### config.mk
export PLATFORM = sky130hd
export DESIGN_NAME = wb_arbiter_2m_flat
export DESIGN_NICKNAME = d
export VERILOG_FILES = /design/src/rtl/wb_arbiter_2m_if.sv /design/src/rtl/wb_arbiter_2m.sv /design/src/flat_wrapper.sv
export SDC_FILE = /design/constraint.sdc
export NUM_CORES = 1
export LEC_CHECK = 0
export ABC_AREA = 1
export BUFFER_PORTS_ARGS = -buffer_cell sky130_fd_sc_hd__buf_2
export CAP_MARGIN = 0
export CORE_AREA = 2 2 133 135
export DETAILED_ROUTE_END_ITERATION = 7
export DIE_AREA = 0 0 135 137
export GPL_TIMING_DRIVEN = 0
export HOLD_SLACK_MARGIN = 0.15
export PLACE_DENSITY = 0.46
export REMOVE_ABC_BUFFERS = 1
export SLEW_MARGIN = 10
export SYNTH_ARGS = -nofsm -noshare
export SYNTH_HDL_FRONTEND = slang
export SYNTH_SLANG_ARGS = --single-unit
### constraint.sdc
create_clock -name clk -period 3 [get_ports clk]
set_input_delay 0.15 -clock clk [delete_from_list [all_inputs] [get_ports clk]]
set_output_delay 0.15 -clock clk [all_outputs]
set_load 0.05 [all_outputs]
### src/rtl/wb_arbiter_2m_if.sv
// wb_arbiter_2m_if: bus bundle between two Wishbone masters, the arbiter and one slave.
// The arbiter connects through the slave modport; the surrounding masters/slave model use master.
interface wb_arbiter_2m_if;
    logic [1:0]  m_cyc_i;
    logic [1:0]  m_stb_i;
    logic [1:0]  m_we_i;
    logic [63:0] m_adr_i;
    logic [7:0]  m_sel_i;
    logic [63:0] m_dat_i;
    logic [5:0]  m_cti_i;
    logic [3:0]  m_bte_i;
    logic [1:0]  m_ack_o;
    logic [1:0]  m_err_o;
    logic [1:0]  m_rty_o;
    logic [63:0] m_dat_o;
    logic        s_cyc_o;
    logic        s_stb_o;
    logic        s_we_o;
    logic [31:0] s_adr_o;
    logic [3:0]  s_sel_o;
    logic [31:0] s_dat_o;
    logic [2:0]  s_cti_o;
    logic [1:0]  s_bte_o;
    logic        s_ack_i;
    logic        s_err_i;
    logic        s_rty_i;
    logic [31:0] s_dat_i;
    logic [1:0]  gnt_o;
    logic        timeout_o;

    modport slave (
        input  m_cyc_i, m_stb_i, m_we_i, m_adr_i, m_sel_i, m_dat_i, m_cti_i, m_bte_i,
        input  s_ack_i, s_err_i, s_rty_i, s_dat_i,
        output m_ack_o, m_err_o, m_rty_o, m_dat_o,
        output s_cyc_o, s_stb_o, s_we_o, s_adr_o, s_sel_o, s_dat_o, s_cti_o, s_bte_o,
        output gnt_o, timeout_o
    );

    modport master (
        output m_cyc_i, m_stb_i, m_we_i, m_adr_i, m_sel_i, m_dat_i, m_cti_i, m_bte_i,
        output s_ack_i, s_err_i, s_rty_i, s_dat_i,
        input  m_ack_o, m_err_o, m_rty_o, m_dat_o,
        input  s_cyc_o, s_stb_o, s_we_o, s_adr_o, s_sel_o, s_dat_o, s_cti_o, s_bte_o,
        input  gnt_o, timeout_o
    );
endinterface

### src/rtl/wb_arbiter_2m.sv
// wb_arbiter_2m: round-robin two-master Wishbone B3 arbiter with cycle lock and a stall watchdog.
module wb_arbiter_2m #(
    parameter int TIMEOUT = 256,
    parameter int CNT_W   = 9
) (
    input logic            clk,
    input logic            rst,
    wb_arbiter_2m_if.slave bus
);
    typedef enum logic [1:0] {IDLE = 2'd0, GNT0 = 2'd1, GNT1 = 2'd2} state_e;

    state_e           state_q, state_d;
    logic             last_q, last_d;
    logic [CNT_W-1:0] wdog_q, wdog_d;
    logic             g0, g1, granted, stb_g, term, timeout;

    always_ff @(posedge clk) begin
        if (!rst) begin
            state_q <= IDLE;
            last_q  <= 1'b1;
            wdog_q  <= '0;
        end else begin
            state_q <= state_d;
            last_q  <= last_d;
            wdog_q  <= wdog_d;
        end
    end

    // Ownership is held for the whole cyc period; release always passes through IDLE.
    always_comb begin
        state_d = state_q;
        last_d  = last_q;
        case (state_q)
            IDLE:    state_d = &bus.m_cyc_i ? (last_q ? GNT0 : GNT1) :
                               bus.m_cyc_i[0] ? GNT0 : bus.m_cyc_i[1] ? GNT1 : IDLE;
            GNT0:    if (!bus.m_cyc_i[0]) begin
                         state_d = IDLE;
                         last_d  = 1'b0;
                     end
            GNT1:    if (!bus.m_cyc_i[1]) begin
                         state_d = IDLE;
                         last_d  = 1'b1;
                     end
            default: state_d = IDLE;
        endcase
    end

    assign g0      = state_q == GNT0;
    assign g1      = state_q == GNT1;
    assign granted = g0 | g1;
    assign term    = bus.s_ack_i | bus.s_err_i | bus.s_rty_i;
    assign stb_g   = granted & (g1 ? bus.m_stb_i[1] : bus.m_stb_i[0]);
    // A slave termination in the expiry cycle beats the watchdog.
    assign timeout = stb_g & ~term & (wdog_q == CNT_W'(TIMEOUT - 1));
    assign wdog_d  = (stb_g & ~term & ~timeout) ? wdog_q + 1'b1 : '0;

    assign bus.s_cyc_o   = granted & (g1 ? bus.m_cyc_i[1] : bus.m_cyc_i[0]);
    assign bus.s_stb_o   = stb_g & ~timeout;
    assign bus.s_we_o    = granted & (g1 ? bus.m_we_i[1] : bus.m_we_i[0]);
    assign bus.s_adr_o   = g1 ? bus.m_adr_i[63:32] : g0 ? bus.m_adr_i[31:0] : '0;
    assign bus.s_sel_o   = g1 ? bus.m_sel_i[7:4]   : g0 ? bus.m_sel_i[3:0]  : '0;
    assign bus.s_dat_o   = g1 ? bus.m_dat_i[63:32] : g0 ? bus.m_dat_i[31:0] : '0;
    assign bus.s_cti_o   = g1 ? bus.m_cti_i[5:3]   : g0 ? bus.m_cti_i[2:0]  : '0;
    assign bus.s_bte_o   = g1 ? bus.m_bte_i[3:2]   : g0 ? bus.m_bte_i[1:0]  : '0;
    assign bus.m_ack_o   = {g1, g0} & {2{bus.s_ack_i}};
    assign bus.m_rty_o   = {g1, g0} & {2{bus.s_rty_i}};
    assign bus.m_err_o   = {g1, g0} & {2{bus.s_err_i | timeout}};
    assign bus.m_dat_o   = {2{bus.s_dat_i}};
    assign bus.gnt_o     = {g1, g0};
    assign bus.timeout_o = timeout;
endmodule

### src/flat_wrapper.sv
// flat-port wrapper written by rule: the top's interface ports become plain ports
module wb_arbiter_2m_flat 
#(
    parameter int TIMEOUT = 256,
    parameter int CNT_W   = 9
)
  (clk, rst, bus_m_cyc_i, bus_m_stb_i, bus_m_we_i, bus_m_adr_i, bus_m_sel_i, bus_m_dat_i, bus_m_cti_i, bus_m_bte_i, bus_s_ack_i, bus_s_err_i, bus_s_rty_i, bus_s_dat_i, bus_m_ack_o, bus_m_err_o, bus_m_rty_o, bus_m_dat_o, bus_s_cyc_o, bus_s_stb_o, bus_s_we_o, bus_s_adr_o, bus_s_sel_o, bus_s_dat_o, bus_s_cti_o, bus_s_bte_o, bus_gnt_o, bus_timeout_o);
  wb_arbiter_2m_if bus_i ();
  input logic clk;
  input logic rst;
  input wire logic [$bits(bus_i.m_cyc_i)-1:0] bus_m_cyc_i;
  input wire logic [$bits(bus_i.m_stb_i)-1:0] bus_m_stb_i;
  input wire logic [$bits(bus_i.m_we_i)-1:0] bus_m_we_i;
  input wire logic [$bits(bus_i.m_adr_i)-1:0] bus_m_adr_i;
  input wire logic [$bits(bus_i.m_sel_i)-1:0] bus_m_sel_i;
  input wire logic [$bits(bus_i.m_dat_i)-1:0] bus_m_dat_i;
  input wire logic [$bits(bus_i.m_cti_i)-1:0] bus_m_cti_i;
  input wire logic [$bits(bus_i.m_bte_i)-1:0] bus_m_bte_i;
  input wire logic [$bits(bus_i.s_ack_i)-1:0] bus_s_ack_i;
  input wire logic [$bits(bus_i.s_err_i)-1:0] bus_s_err_i;
  input wire logic [$bits(bus_i.s_rty_i)-1:0] bus_s_rty_i;
  input wire logic [$bits(bus_i.s_dat_i)-1:0] bus_s_dat_i;
  output wire logic [$bits(bus_i.m_ack_o)-1:0] bus_m_ack_o;
  output wire logic [$bits(bus_i.m_err_o)-1:0] bus_m_err_o;
  output wire logic [$bits(bus_i.m_rty_o)-1:0] bus_m_rty_o;
  output wire logic [$bits(bus_i.m_dat_o)-1:0] bus_m_dat_o;
  output wire logic [$bits(bus_i.s_cyc_o)-1:0] bus_s_cyc_o;
  output wire logic [$bits(bus_i.s_stb_o)-1:0] bus_s_stb_o;
  output wire logic [$bits(bus_i.s_we_o)-1:0] bus_s_we_o;
  output wire logic [$bits(bus_i.s_adr_o)-1:0] bus_s_adr_o;
  output wire logic [$bits(bus_i.s_sel_o)-1:0] bus_s_sel_o;
  output wire logic [$bits(bus_i.s_dat_o)-1:0] bus_s_dat_o;
  output wire logic [$bits(bus_i.s_cti_o)-1:0] bus_s_cti_o;
  output wire logic [$bits(bus_i.s_bte_o)-1:0] bus_s_bte_o;
  output wire logic [$bits(bus_i.gnt_o)-1:0] bus_gnt_o;
  output wire logic [$bits(bus_i.timeout_o)-1:0] bus_timeout_o;
  assign bus_i.m_cyc_i = bus_m_cyc_i;
  assign bus_i.m_stb_i = bus_m_stb_i;
  assign bus_i.m_we_i = bus_m_we_i;
  assign bus_i.m_adr_i = bus_m_adr_i;
  assign bus_i.m_sel_i = bus_m_sel_i;
  assign bus_i.m_dat_i = bus_m_dat_i;
  assign bus_i.m_cti_i = bus_m_cti_i;
  assign bus_i.m_bte_i = bus_m_bte_i;
  assign bus_i.s_ack_i = bus_s_ack_i;
  assign bus_i.s_err_i = bus_s_err_i;
  assign bus_i.s_rty_i = bus_s_rty_i;
  assign bus_i.s_dat_i = bus_s_dat_i;
  assign bus_m_ack_o = bus_i.m_ack_o;
  assign bus_m_err_o = bus_i.m_err_o;
  assign bus_m_rty_o = bus_i.m_rty_o;
  assign bus_m_dat_o = bus_i.m_dat_o;
  assign bus_s_cyc_o = bus_i.s_cyc_o;
  assign bus_s_stb_o = bus_i.s_stb_o;
  assign bus_s_we_o = bus_i.s_we_o;
  assign bus_s_adr_o = bus_i.s_adr_o;
  assign bus_s_sel_o = bus_i.s_sel_o;
  assign bus_s_dat_o = bus_i.s_dat_o;
  assign bus_s_cti_o = bus_i.s_cti_o;
  assign bus_s_bte_o = bus_i.s_bte_o;
  assign bus_gnt_o = bus_i.gnt_o;
  assign bus_timeout_o = bus_i.timeout_o;
  wb_arbiter_2m #(.TIMEOUT(TIMEOUT), .CNT_W(CNT_W)) u_core (.clk(clk), .rst(rst), .bus(bus_i));
endmodule
==> results of run 1 <==
what timing repair did:
action / in CTS / in global routing
buffers inserted: 0 / 0
endpoints found under the hold margin: 1 / 0
pin swaps: 0 / 0
hold buffers: 1 / 0
endpoints found under the setup margin: 79 / 4
resized for setup: 1 / 1
registers in the layout, summed over array words and instances (netlist names):
| signal | flops |
|---|---|
| u_core.last_q | 1 |
| u_core.state_q | 2 |
| u_core.wdog_q | 9 |
cell type report:
type | count | area (sq um) | share of cell area [%]
clock buffer | 3 | 75.07 | 2.291
multi-input combinational | 288 | 1338 | 40.82
inverter | 21 | 86.33 | 2.635
timing repair buffer | 244 | 1256 | 38.34
tap | 225 | 281.5 | 8.591
sequential | 12 | 240.2 | 7.331
where the power goes:
part | leakage (uW) | internal, uW | switching (uW)
clock network | 0.0000370 | 173 | 64.9
logic | 0.00195 | 325 | 1110
registers | 0.0000972 | 167 | 7.03
final timing paths:
check / slack, ns / endpoint
hold reg to reg: 0.44 / u_core.wdog_q[0]
setup / recovery: 0.41 / bus_m_err_o[1]
hold / removal: 0.21 / u_core.state_q[1]
setup reg to reg: 0.96 / u_core.wdog_q[5]
worst reg2reg max path, cell delays in order, from the launching register on:
cell and delay (ns):
dfxtp_1 0.39, inv_1 0.12, ha_4 0.28, buf_12 0.23
inv_8 0.38, nand2_2 0.09, nand2_2 0.13, nand2_4 0.08
nor2_8 0.11, nand2_4 0.08, nor2_1 0.10
cell usage after synthesis:
cell type and n:
nand3_1 80, nand4_1 1, nand2_2 2, nor2_1 20
a21boi_0 1, buf_1 1, o21ai_2 1, xor2_1 3
nand2_1 159, nor2_8 1, xnor2_1 1, inv_1 18
buf_2 12, o21ai_0 4, buf_6 1, nand3b_1 1
inv_2 2, dfxtp_1 12, ha_1 5, clkinv_2 1
a31oi_1 2, buf_4 71, nand2_4 2, clkbuf_1 6
a21oi_1 5
stage by stage:
stage / cell area, sq um / utilization [%] / setup TNS [ns] / power, uW
2_1_floorplan: 1633 / - / -105.29 / 1155
3_3_place_gp: 3120 / 18.30 / -234.27 / 1609
3_5_place_dp: 3186 / 18.68 / -0.7376 / 1615
4_1_cts: 3274 / 19.20 / 0 / 1864
5_1_grt: 3277 / 19.21 / 0 / 1963
6_report: 3277 / 19.21 / 0 / 1843
cells by family after synthesis:
| kind of cell | Yosys count |
|---|---|
| simple gates | 266 |
| buf+inv | 112 |
| compound gates | 13 |
| flops | 12 |
| fa+ha+maj | 5 |
| xor+xnor | 4 |
layer usage:
layer / track usage [%] / vias up / share of wire [%]
met5: 4.722 / - / 0.62
met2: 26.34 / 251 / 43
met1: 16.00 / 1320 / 33
li1: - / 1546 / -
met4: 6.366 / 2 / 4.2
met3: 14.26 / 19 / 19
==> impl_results.md, run 1 <==
- Die Ht: 137 microns
- Boundary pin count: 338
- Status: completed
- Final Setup Violations: 0
- Leak: 0.002081 uW
- Number of H-tree levels: 1
- CP Launch Type: flip-flop
- Sequential share of the synthesized area: 10.61%
- Hold Crit Start: bus_m_cyc_i[1]
- Drt pass-1 iters: 4
- Synth top area share: 26.37%
- Crit path max fanout: 77
- Min-Delay Path Class: primary input to flip-flop
- CTS clk-pin slew, worst paths: 0.04 ns
- DR iter-0 viols: 151
- Unique cell type count in the Yosys netlist: 25
- Crit share post-route: 86.26%
- Worst Path Class, Setup: flip-flop to primary output
- WP buf/inv: 4
- Crit-path max cell delay: 0.39 ns
- RSZ-0062 raised after global routing: no
- Largest family of logic cells by synthesized area: simple AND/OR/NAND/NOR gates
- Most used cell, CP: nand2_2
- Most area-consuming cells after synthesis: nand2_1 26%, buf_4 24%, nand3_1 18%
- PwrDens: 562.3 nW/um^2
- Routed Antenna Nets: 0
- Clk root buf: clkbuf_16
- Site Rows: 48
- Crit path time final: 2.588 ns
- Highest-delay cell along the critical path: dfxtp_1
- Synth Warn #: 0
- Fin cells: 793
- Post-Synth Simple-Gate Area: 50.41%
- Clk_lat worst skew: 0.24 ns
- Tot GR Track Use: 16.88%
- Routed wire length per instance: 21.33 microns
- Syn avg cell area: 5.494 sq um
- Number of filler instances in the final layout: 2004
- Cells after DPL: 789
- Min Hold Slack: 0.2055 ns
- Placeable Area: 17060 sq um
- Largest delay share family, worst path: buffers and inverters
- Dpl ws: -0.2573 ns
- Routed WL: 16.92 mm
- Die W: 135 microns
- Commonest non-fill, non-tap cells in the layout: 241 x buf_2, 159 x nand2_1, 80 x nand3_1
- Levels on crit path: 9
- VDD IR-drop max: 0.3042 mV
- Count of state elements after synthesis: 12
- Die ar.: 18500 sq um
- Initial antenna violation count: 0
- Ordered list of cells on the worst path: inv_1 -> ha_4 -> buf_12 -> inv_8 -> nand2_2 -> nand2_2 -> nand4_1 -> a21oi_1 -> buf_2
- Slew Limit Fails: 0
- Crit path capture type: primary output
- Post-synthesis compound-gate area fraction: 3.261%
- Area leader, netlist: nand2_1
- Critical path launch point: u_core.state_q[0]
- Global-route wire length before repair: 21.02 mm
- Largest net degree at the start of global routing: 78
- Mapped cell area: 2263 sq um
- Vias: 3138
- Worst Tran Pin Value: 0.4455 ns
- Vias per std cell: 3.957
- Commonest non-fill, non-tap cell in the layout: buf_2
- CP Data Arrival Time: 2.44 ns
- Placer congestion estimate: 0.7619
- Maxcap violations: 0
- CTS Buf Count: 3
- Hold Path Cell Cnt: 3
- Final setup margin: 0.4123 ns
- Synth Area in Adders: 2.764%
- Synth-to-Final Area Change: 44.78%
- GR Overflow Total: 0
- CTS max path bufs: 2
- Buffers on Ports: 241
- Vias in the first global route: 2736
- Worst-case clock skew: 0.002158 ns
- Critical Path RT: 2.85 ns
- CTS tree: yes
- Nets: 764
- Worst R2R Start: u_core.state_q[0]
- Initial core utilization: 13.27%
- Worst slew margin: 70.30%
- Hpwl dp: 14.78 mm
- Post-route DRC: 0
- Share of cells above drive strength 1: 45.25%
- Reg2Reg Depth: 10
- Clk sinks: 12
- # diodes: 0
- F_max: 0.3864 GHz
- XOR/XNOR Fraction of Synth Area: 1.548%
- Multiplexer area fraction after synthesis: 0%
- Cell count after synthesis: 412
- Final Hold Viols: 0
No activity file was read; power rests on OpenSTA's default activity.
==> run 2, diff against run 1 <==
--- a/config.mk
+++ b/config.mk
@@ -13,7 +13,7 @@
 export DIE_AREA = 0 0 135 137
 export GPL_TIMING_DRIVEN = 0
 export HOLD_SLACK_MARGIN = 0.15
-export PLACE_DENSITY = 0.46
+export PLACE_DENSITY = 0.52
 export REMOVE_ABC_BUFFERS = 1
 export SLEW_MARGIN = 10
 export SYNTH_ARGS = -nofsm -noshare
==> run 2 against run 1 <==
  * Critical path depth stayed put
  * Combinational power hardly changed
  * Critical path type unchanged
  * Final cell count is 0.13% higher
  * Sequential power hardly changed
  * Total power is 3.1% higher
  * Clock skew is 0.0013 ns higher
  * Setup slack worse by 0.089 ns
  * Highest routed layer unchanged
  * Design area is 0.42% higher
  * Register-to-register slack worse by 0.08 ns
  * Sequential cell count stayed put
  * Global-route usage is 1.1 points higher
  * Sequential share of layout area hardly changed
==> impl_results.md, run 2 (same netlist as run 1, synthesis figures left out) <==
- Switch Pwr: 1207 uW
- Slew Limit Fails: 0
- Met1 usage: 18.33%
- Min-Delay Path Class: primary input to flip-flop
- Largest net degree at the start of global routing: 78
- Share of cells above drive strength 1: 45.34%
- # diodes: 0
- Number of H-tree levels: 1
- DR iter-0 viols: 165
- Buffers on Ports: 241
- Die ar.: 18500 sq um
- Routed Antenna Nets: 0
- Global-route wire length before repair: 22.54 mm
- VDD IR-drop max: 0.3715 mV
- Cells after DPL: 789
- CTS tree: yes
- CTS Buf Count: 3
- Placer congestion estimate: 0.9376
- GR Overflow Total: 0
- Die W: 135 microns
- Worst Tran Pin Value: 0.4795 ns
- Worst Path Class, Setup: flip-flop to primary output
- Placed cell area: 3186 sq um
- Power Internal: 693.8 uW
- RSZ-0062 raised after global routing: no
- Status: completed
- CP Launch Type: flip-flop
- Crit path max fanout: 77
- Routed wire length per instance: 22.59 microns
- CP Data Arrival Time: 2.53 ns
- Gate power share: 76.4%
- Die Ht: 137 microns
- Commonest non-fill, non-tap cell in the layout: buf_2
- Placeable Area: 17060 sq um
- Hpwl dp: 15.81 mm
- Final Cell Area: 3291 sq um
- Vias: 3163
- Largest Register: u_core.wdog_q
- Number of flip-flops in the largest register: 9
- Worst-case clock skew: 0.003471 ns
- Sequential share of power: 9.1%
- Vias in the first global route: 2873
- Tot GR Track Use: 18.01%
- Routed WL: 17.94 mm
- CTS clk-pin slew, worst paths: 0.04 ns
- Leak: 0.002088 uW
- PwrDens: 577.6 nW/um^2
- Critical Path RT: 2.85 ns
- Crit path time final: 2.677 ns
- Drt pass-1 iters: 4
- Vias per std cell: 3.984
- Maxcap violations: 0
- Commonest non-fill, non-tap cells in the layout: 241 x buf_2, 159 x nand2_1, 80 x nand3_1
- Post-route DRC: 0
- Total power: 1901 uW
- Crit path capture type: primary output
- Synth-to-Final Area Change: 45.38%
- Min Hold Slack: 0.1971 ns
- Boundary pin count: 338
- Nets: 764
- Sw frac: 63.50%
- Initial antenna violation count: 0
- Initial core utilization: 13.27%
- Grt peak-use layer: met2
- CTS max path bufs: 2
- Biggest regs: u_core.wdog_q (9), u_core.state_q (2), u_core.last_q (1)
- Worst slew margin: 68.03%
- Met2 GRT Util: 27.04%
- Site Rows: 48
- F_max: 0.3736 GHz
- Clk root buf: clkbuf_16
- Fin cells: 794
- Clk_lat worst skew: 0.24 ns
- Clk pwr share: 14.4%
- Crit share post-route: 89.23%
- Final Hold Viols: 0
- GR Layer Usage met3: 16.04%
- Clk sinks: 12
- Number of filler instances in the final layout: 1986
- Final Setup Violations: 0
==> run 2: cell types whose count changed in the layout (fill, tap and decap cells not counted) <==
cell | before | now
clkbuf_8 | 0 | 1
==> run 2: cell type report <==
class / instances / area [sq um] / area share [%]
well taps: 225 / 281.5 / 8.555
multi-input cells: 288 / 1338 / 40.65
flip-flops and latches: 12 / 240.2 / 7.300
clock buffers: 4 / 88.84 / 2.700
repair buffers: 244 / 1256 / 38.17
inverters: 21 / 86.33 / 2.624
==> run 2: worst max-delay path: stages, from the launching register on <==
cell and delay [ns]:
dfxtp_1 0.38, inv_1 0.12, ha_4 0.31, buf_12 0.24, inv_8 0.35, nand2_2 0.09, nand2_2 0.10, nand4_1 0.15
a21oi_1 0.16, buf_2 0.28
==> run 2: what timing repair did <==
item	in CTS	in global routing
gates resized for setup	1	1
endpoints found under the hold margin	1	0
endpoints found under the setup margin	79	4
buffers inserted	0	0
hold buffers	1	0
==> run 2: power by group through the flow <==
| stage | Clock (uW) | Sequential (uW) | Combinational [uW] |
|---|---|---|---|
| after detailed placement | 0 | 177 | 1460 |
| after CTS | 283 | 174 | 1460 |
| final | 275 | 174 | 1450 |
| after floorplan | 0 | 174 | 981 |
| after global placement | 0 | 175 | 1450 |
| after global routing | 286 | 175 | 1550 |
==> run 2: per-stage QoR <==
| stage | TNS, ns | worst slack, ns | utilization (%) |
|---|---|---|---|
| 5_1_grt | 0 | 0.2112 | 19.29 |
| 2_1_floorplan | -105.29 | -2.011 | - |
| 4_1_cts | 0 | 0.02022 | 19.28 |
| 3_3_place_gp | -233.23 | -2.921 | 18.30 |
| 3_5_place_dp | -0.6260 | -0.2330 | 18.68 |
| 6_report | 0 | 0.3231 | 19.29 |
==> run 2: worst paths after layout <==
path,from,endpoint,slack (ns),cells after the start
hold / removal,bus_m_cyc_i[1],u_core.state_q[1],0.20,3
hold reg to reg,u_core.wdog_q[0],u_core.wdog_q[0],0.44,1
setup reg to reg,u_core.state_q[0],u_core.wdog_q[7],0.88,10
setup / recovery,u_core.state_q[0],bus_m_err_o[1],0.32,9
==> run 2: per-layer routing <==
layer  vias up  part of all wire, %
met1      1355                   36
met5         -                 0.67
met2       248                   41
met4         2                  2.5
li1       1542                    -
met3        16                   20
